==> src/rtl/button_pkg.sv <==
// button_pkg: shared types and constants for the button conditioning stage
package button_pkg;
  typedef enum logic [1:0] {
    RELEASED     = 2'd0,
    PRESS_WAIT   = 2'd1,
    PRESSED      = 2'd2,
    RELEASE_WAIT = 2'd3
  } btn_state_t;
  localparam int DEBOUNCE_DEFAULT = 1000000;
  localparam int START_BTN_IDX = 4;
endpackage

==> src/rtl/button_debounce_channel.sv <==
// button_debounce_channel: synchroniser, debounce FSM and edge pulses for one active-low button
module button_debounce_channel
  import button_pkg::*;
#(
  parameter int DEBOUNCE_CYCLES = DEBOUNCE_DEFAULT
) (
  input  logic clk,
  input  logic reset,
  input  logic btn_n,
  output logic btn_level,
  output logic press_pulse,
  output logic release_pulse
);
  localparam int CW = (DEBOUNCE_CYCLES > 1) ? $clog2(DEBOUNCE_CYCLES) : 1;
  localparam logic [CW-1:0] LAST = CW'(DEBOUNCE_CYCLES - 1);
  logic sync1_q, sync2_q, pressed;
  btn_state_t state_q, state_d;
  logic [CW-1:0] cnt_q, cnt_d;
  logic level_q, level_d, press_q, press_d, release_q, release_d;
  assign pressed = ~sync2_q;
  always_comb begin
    state_d = state_q;
    cnt_d = cnt_q;
    level_d = level_q;
    press_d = 1'b0;
    release_d = 1'b0;
    case (state_q)
      RELEASED: if (pressed) begin
        state_d = PRESS_WAIT;
        cnt_d = '0;
      end
      PRESS_WAIT: if (!pressed) begin
        state_d = RELEASED;
        cnt_d = '0;
      end else if (cnt_q == LAST) begin
        state_d = PRESSED;
        cnt_d = '0;
        level_d = 1'b1;
        press_d = 1'b1;
      end else cnt_d = cnt_q + CW'(1);
      PRESSED: if (!pressed) begin
        state_d = RELEASE_WAIT;
        cnt_d = '0;
      end
      RELEASE_WAIT: if (pressed) begin
        state_d = PRESSED;
        cnt_d = '0;
      end else if (cnt_q == LAST) begin
        state_d = RELEASED;
        cnt_d = '0;
        level_d = 1'b0;
        release_d = 1'b1;
      end else cnt_d = cnt_q + CW'(1);
      default: state_d = RELEASED;
    endcase
  end
  // Synchroniser resets to released so a held button is re-detected as a fresh press
  always_ff @(posedge clk) begin
    if (reset) begin
      sync1_q <= 1'b1;
      sync2_q <= 1'b1;
      state_q <= RELEASED;
      cnt_q <= '0;
      level_q <= 1'b0;
      press_q <= 1'b0;
      release_q <= 1'b0;
    end else begin
      sync1_q <= btn_n;
      sync2_q <= sync1_q;
      state_q <= state_d;
      cnt_q <= cnt_d;
      level_q <= level_d;
      press_q <= press_d;
      release_q <= release_d;
    end
  end
  assign btn_level = level_q;
  assign press_pulse = press_q;
  assign release_pulse = release_q;
endmodule

==> src/rtl/button_conditioner.sv <==
// button_conditioner: N_BTN independent debounced button channels with press/release strobes
module button_conditioner
  import button_pkg::*;
#(
  parameter int N_BTN = 5,
  parameter int DEBOUNCE_CYCLES = DEBOUNCE_DEFAULT
) (
  input  logic             clk,
  input  logic             reset,
  input  logic [N_BTN-1:0] btn_n,
  output logic [N_BTN-1:0] btn_level,
  output logic [N_BTN-1:0] press_pulse,
  output logic [N_BTN-1:0] release_pulse
);
  for (genvar i = 0; i < N_BTN; i++) begin : g_ch
    button_debounce_channel #(.DEBOUNCE_CYCLES(DEBOUNCE_CYCLES)) u_ch (
      .clk(clk),
      .reset(reset),
      .btn_n(btn_n[i]),
      .btn_level(btn_level[i]),
      .press_pulse(press_pulse[i]),
      .release_pulse(release_pulse[i])
    );
  end
endmodule

==> config.mk <==
export PLATFORM = sky130hd
export DESIGN_NAME = button_conditioner
export DESIGN_NICKNAME = d
export VERILOG_FILES = /design/src/rtl/button_pkg.sv /design/src/rtl/button_debounce_channel.sv /design/src/rtl/button_conditioner.sv
export SDC_FILE = /design/constraint.sdc
export NUM_CORES = 1
export LEC_CHECK = 0
export ABC_AREA = 1
export BUFFER_PORTS_ARGS = -buffer_cell sky130_fd_sc_hd__buf_4
export CORE_MARGIN = 8
export CORE_UTILIZATION = 50
export CTS_CLUSTER_SIZE = 28
export DETAILED_ROUTE_END_ITERATION = 16
export HOLD_SLACK_MARGIN = 0.08
export PLACE_DENSITY_LB_ADDON = 0.2
export RECOVER_POWER = 50
export SLEW_MARGIN = 25
export SYNTH_ARGS = -nofsm -noshare
export SYNTH_HDL_FRONTEND = slang
export SYNTH_SLANG_ARGS = --single-unit
==> constraint.sdc <==
create_clock -name clk -period 1.65 [get_ports clk]
set_clock_uncertainty 0.2 [all_clocks]
set_input_delay 0.2475 -clock clk [delete_from_list [all_inputs] [get_ports clk]]
set_output_delay 0.2475 -clock clk [all_outputs]
set_load 0.05 [all_outputs]
## After elaboration in Yosys (flattened, before gate mapping)

Index checks and enable logic that the tools add are counted.

| storage, ports and cells | value |
|---|---|
| register bits | 135 |
| latch bits | 0 |
| memory bits (writable) | 0 |
| bits in read-only memories | 0 |
| input port bits | 7 |
| output and inout port bits | 15 |
| memories kept | 0 |

| operators by class | value |
|---|---|
| add/sub/neg operators | 5 |
| multipliers | 0 |
| div/mod/pow operators | 0 |
| $lt $le $gt $ge | 0 |
| eq/ne operators | 60 |
| shift operators | 0 |
| multiplexer cells | 95 |
| bitwise gates (word level) | 15 |
| reduce and logical (&&, ||, !) cells | 35 |

Operator list:

| cell | count |
|---|---|
| $mux 20 | 25 |
| $pmux 20 s4 | 5 |
| $add 20x1->20 const B | 5 |
| $eq 20x20->1 const B | 5 |
| $mux 2 | 30 |
| $ne 2x1->1 const B | 20 |
| $pmux 2 s4 | 5 |
| $reduce_or 3->1 | 10 |
| $mux 1 | 25 |
| $reduce_and 5->1 | 5 |
| $eq 2x2->1 const B | 10 |
| $ne 2x2->1 const B | 10 |
| $reduce_and 4->1 | 5 |
| $ne 3x1->1 const B | 5 |
| $ne 3x3->1 const B | 5 |
| $not 1->1 | 15 |
| $eq 2x1->1 const B | 5 |
| $logic_not 2->1 | 5 |
| $pmux 1 s2 | 5 |
| $reduce_and 2->1 | 5 |
| $reduce_bool 2->1 | 5 |

## Logic depth before layout (Yosys ltp)

| depth | value |
|---|---|
| depth in word-level cells | 4 |
| gate-level depth with buffers | 11 |

## Cells and area by module

A second synthesis with hierarchy kept.

| unflattened totals | value |
|---|---|
| cells, all modules | 1204 |
| area total of the unflattened synthesis | 7743.7 µm² |

By module, submodules not included:

| module | times used | cells each | area each (µm²) | sequential area each (µm²) |
|---|---|---|---|---|
| button_debounce_channel (g_ch[0].u_ch ...) | 4 | 239 | 1542.7 | 540.5 |
| button_debounce_channel (g_ch[4].u_ch) | 1 | 248 | 1572.8 | 540.5 |

## Worst setup path before layout

Ideal clock, no wire load.

| timing | value |
|---|---|
| path type | flip-flop to flip-flop |
| from | register g_ch[2].u_ch.cnt_q[0] |
| to | register g_ch[2].u_ch.cnt_q[0] |
| library setup time | 0.115 ns |
| arrival | 1.476 ns |
| data required time | 1.335 ns |
| path slack | -0.141 ns |
| cell stages (with the launch flop) | 9 |
| path buffers | 1 |
| period minus slack after synthesis | 1.791 ns |
| cell sequence | dfxtp_1 > ha_1 > inv_1 > nor3_2 > nand3_1 > nand2_1 > inv_2 > buf_6 > o21a_1 |

| on the way | value |
|---|---|
| cells in the longest elaborated chain, start to end | 4 |
| elaborated cells on any way between the ends | 6 |
| classes of those cells | add/sub (1); eq/ne (1); mux (4) |

RTL lines:

| item | line | RTL |
|---|---|---|
| start, declared | button_debounce_channel.sv:18 | `logic [CW-1:0] cnt_q, cnt_d;` |
| start signal, assigned | button_debounce_channel.sv:71 | `cnt_q <= cnt_d;` |
| $add 20x1->20 / $eq 20x20->1 (equally long branches) | -- |  |
| $mux 20 (*) | button_debounce_channel.sv:35, button_debounce_channel.sv:48 |  |
| $mux 20 (on tied branches) | button_debounce_channel.sv:45, button_debounce_channel.sv:32 |  |
| $pmux 20 s4 (*) | button_debounce_channel.sv:27 | `case (state_q)` |

Every way passes the cells marked *; elsewhere a longest branch is shown, timed or not.
A chain may end at the register's enable or synchronous reset.

## Worst setup path after layout

| timing | value |
|---|---|
| from | register g_ch[3].u_ch.cnt_q[10] |
| to | register g_ch[3].u_ch.cnt_q[18] |

| on the way | value |
|---|---|
| cells in the longest elaborated chain, start to end | 4 |
| elaborated cells on any way between the ends | 6 |
| classes of those cells | add/sub (1); eq/ne (1); mux (4) |

RTL lines:

| item | line |
|---|---|
| start, declared | button_debounce_channel.sv:18 |
| start signal, assigned | button_debounce_channel.sv:71 |
| $add 20x1->20 / $eq 20x20->1 (equally long branches) | -- |
| $mux 20 (*) | button_debounce_channel.sv:35, button_debounce_channel.sv:48 |
| $mux 20 (on tied branches) | button_debounce_channel.sv:45, button_debounce_channel.sv:32 |
| $pmux 20 s4 (*) | button_debounce_channel.sv:27 |

Marked as above.

==> flow_metrics.py <==
metrics = {
    "outcome": {
        "outcome": "finished, violations left",
        "violations": "negative setup slack",
    },
    "floorplanning": {
        "start_util_pct": 51.36,
        "core_area_sq_um": 14590,
        "die_w_microns": 138.4,
        "top_level_ports": 22,
        "die_h_microns": 138.4,
        "fp-row-count": 44,
        "die_area_sq_um": 19160,
    },
    "yosys": {
        "synth_nets": 1204,
        "ys_seq_elements": 135,
        "avgSynthCellArea_sq_um": 6.286,
        "synthFlopType": "dfxtp_1",
        "syn_inst": 1192,
        "netlist_area_sq_um": 7493,
        "yosysSeqAreaShare_pct": 36.07,
        "synth-edff-count": 0,
        "yosys_warnings": 0,
        "async_flop_share_pct": 0,
        "synthDistinctLibCells": 45,
    },
    "worst_setup_path": {
        "rr_startpoint": "g_ch[3].u_ch.cnt_q[10]$_SDFFE_PP0P_",
        "r2r_slack_ns": -0.11,
        "crit_path_start_kind": "flop",
        "cp.required_ns": 1.75,
        "cp.arrival_ns": 1.87,
        "critical_path.endpoint_type": "flop",
        "crit_type": "reg -> reg",
        "r2r-end": "g_ch[3].u_ch.cnt_q[18]$_SDFFE_PP0P_",
        "critical_path_peak_fanout": 7,
        "r2r_cells": 9,
    },
    "power": {
        "p_leak_nw": 4.041,
        "power.total_mw": 7.580,
        "p_per_area_nw_per_um2": 731.7,
        "ir_drop_v": 0.0007400,
    },
    "layout": {
        "final_common_cell": "nand2_1",
        "final_cell_mix": "nand2_1, buf_4, inv_1",
        "final_layout_size_suffix_gt1_share_pct": 32.87,
        "syn_to_final_growth_pct": 38.25,
        "fin_area_sq_um": 10360,
        "num-nets-final": 1364,
        "final_core_util_pct": 71.01,
        "diodes": 0,
        "n_fill_cell": 1143,
        "final-instance-count-excl-fill": 1544,
    },
    "clock_tree": {
        "cts_tree": "done",
        "insertion_delay_ns": 0.42,
        "cts_made_buffers": 17,
        "cts-htree-levels": 4,
        "clock-root-buffer": "clkbuf_16",
        "clock-sinks": 135,
        "clk_pin_slew_worst_paths_ns": 0.05,
        "cts.path.max_buffers": 2,
    },
    "grt": {
        "globalRouteTotalUtil_pct": 19.67,
        "grt_pass1_vias": 7222,
        "antenna_found_initial": 0,
        "grt_pass1_wl_mm": 32.35,
        "grt_max_degree": 28,
        "globalRouteOverflowTotal": 0,
    },
    "placement": {
        "place_hpwl_mm": 13.44,
        "placed_cell_area_sq_um": 8715,
        "portBuffers": 21,
        "place.gp.congestion": 0.8866,
        "dp_cells": 1489,
    },
    "route": {
        "wire_per_inst_microns": 13.44,
        "drtIter0Drc": 511,
        "final_antenna_net_count": 0,
        "drc": 0,
        "dr_total_vias": 8167,
        "wl_mm": 20.75,
        "vias_per_cell": 5.290,
        "firstDrtPassIters": 5,
    },
    "worst_hold_path": {
        "whs_endpoint": "g_ch[2].u_ch.sync2_q$_SDFF_PP1_",
        "min-delay-start": "g_ch[2].u_ch.sync1_q$_SDFF_PP1_",
        "hp-class": "reg -> reg",
        "holdPathStages": 1,
    },
    "timing": {
        "finalCriticalPeriod_ns": 1.765,
        "timing.fmax_mhz": 566.6,
        "min_period_over_period_pct": 107.0,
        "grt_setup_unrepaired": "true",
        "tightest_slew_ns": 0.4887,
        "slew_headroom_pct": 67.17,
        "drv_slew": 0,
        "finalHoldViolations": 0,
        "setup_slack_ns": -0.1148,
        "setup-tns-final_ns": -1.879,
        "setup_viol": 33,
    },
    "job": {
        "max-cap-violations": 0,
    },
}
[power breakdown]
group | internal [mW] | leakage [nW] | total [mW] | switching (mW)
sequential | 3.29 | 1.11 | 3.32 | 0.0268
clock | 2.29 | 0.273 | 3.63 | 1.34
combinational | 0.232 | 2.65 | 0.635 | 0.402
total | 5.81 | 4.04 | 7.58 | 1.77
[registers in the layout, summed over array words and instances, names as in the netlist, named ones only]
register and cells:
g_ch.u_ch.cnt_q 100, g_ch.u_ch.btn_level 5, g_ch.u_ch.press_pulse 5, g_ch.u_ch.release_pulse 5, g_ch.u_ch.state_q 5, g_ch.u_ch.sync1_q 5, g_ch.u_ch.sync2_q 5
[per-stage QoR]
stage	setup WS (ns)	hold WS [ns]
global placement	-0.04075	0.1904
floorplan	-0.01527	0.1513
detailed placement	-0.09216	0.2027
global route	-0.1697	0.2345
finish	-0.1148	0.2097
CTS	-0.007968	0.2157
[final cells by class]
cell class,count,area (sq um),share of cell area (%)
repair buffers,179,1399,13.50
multi-input cells,879,4816,46.49
flip-flops and latches,135,2770,26.74
clock buffers,22,474.2,4.577
clock inverters,5,75.07,0.7246
repair inverters,6,42.54,0.4106
inverters,134,553.0,5.338
well taps,184,230.2,2.222
[critical path, stage by stage (launching register included)]
cell and delay [ns]:
dfxtp_1 0.33, nor2_1 0.17, nand2_1 0.08, nor2_1 0.25, nand3_4 0.17, nand2_8 0.16
buf_12 0.12, inv_8 0.04, nand2_1 0.08, a21oi_2 0.05
[routing by layer]
| metal | vias up | GRT usage, % | share of wire, % |
|---|---|---|---|
| li1 | 4109 | - | - |
| met1 | 3797 | 24.61 | 44 |
| met2 | 217 | 33.26 | 49 |
| met3 | 44 | 4.007 | 4.3 |
| met4 | 0 | 5.892 | 1.8 |
| met5 | - | 0 | 0 |
[timing repair]
item	in CTS	in global routing
endpoints found under the setup margin	51	108
pin swaps	11	79
hold buffers	6	0
gates resized for setup	31	277
gates cloned	2	5
endpoints found under the hold margin	17	0
setup buffers	2	13
[cell usage after synthesis (3+ instances only)]
master | instances | area [sq um]
nand4_1 | 19 | 118.9
inv_2 | 4 | 15.01
buf_4 | 15 | 112.6
o21a_1 | 4 | 30.03
o22ai_1 | 4 | 25.02
buf_2 | 6 | 30.03
or2_2 | 14 | 87.58
inv_1 | 124 | 465.5
buf_6 | 5 | 56.30
clkinv_1 | 3 | 11.26
a21oi_1 | 88 | 440.4
nand2_4 | 3 | 33.78
nand3_1 | 81 | 405.4
ha_1 | 5 | 62.56
xnor2_1 | 6 | 52.55
or2_1 | 3 | 18.77
nand2_1 | 377 | 1415
clkbuf_1 | 17 | 63.81
nor2_1 | 153 | 574.3
o21ai_0 | 64 | 320.3
nor4_1 | 7 | 43.79
nor3_1 | 15 | 75.07
dfxtp_1 | 135 | 2703
nand3b_1 | 4 | 30.03
nand2_2 | 3 | 18.77
nor2_2 | 5 | 31.28
xor2_1 | 5 | 43.79
[worst max-delay path by stage]
stage / end / start
2_1_floorplan: g_ch[2].u_ch.cnt_q[0]$_SDFFE_PP0P_ / g_ch[2].u_ch.cnt_q[1]$_SDFFE_PP0P_
3_3_place_gp: g_ch[1].u_ch.cnt_q[18]$_SDFFE_PP0P_ / g_ch[1].u_ch.cnt_q[1]$_SDFFE_PP0P_
3_5_place_dp: g_ch[1].u_ch.cnt_q[18]$_SDFFE_PP0P_ / g_ch[1].u_ch.cnt_q[1]$_SDFFE_PP0P_
4_1_cts: flop / g_ch[2].u_ch.cnt_q[0]$_SDFFE_PP0P_
5_1_grt: flop / g_ch[2].u_ch.cnt_q[1]$_SDFFE_PP0P_
6_report: g_ch[3].u_ch.cnt_q[18]$_SDFFE_PP0P_ / g_ch[3].u_ch.cnt_q[10]$_SDFFE_PP0P_
[cells by family (layout without fill, tap and decap cells)]
group | Yosys count | count (layout) | share of synthesized area, %
DFF | 135 | 135 | 36.07
xor gates and xnor gates | 11 | 11 | 1.286
and+or+nand+nor | 694 | 695 | 39.51
buffers and inverters | 179 | 346 | 10.49
adders and majority gates | 5 | 5 | 0.8349
AOI/OAI and AO/OA | 168 | 168 | 11.82
(Power assumes the default switching activity.)
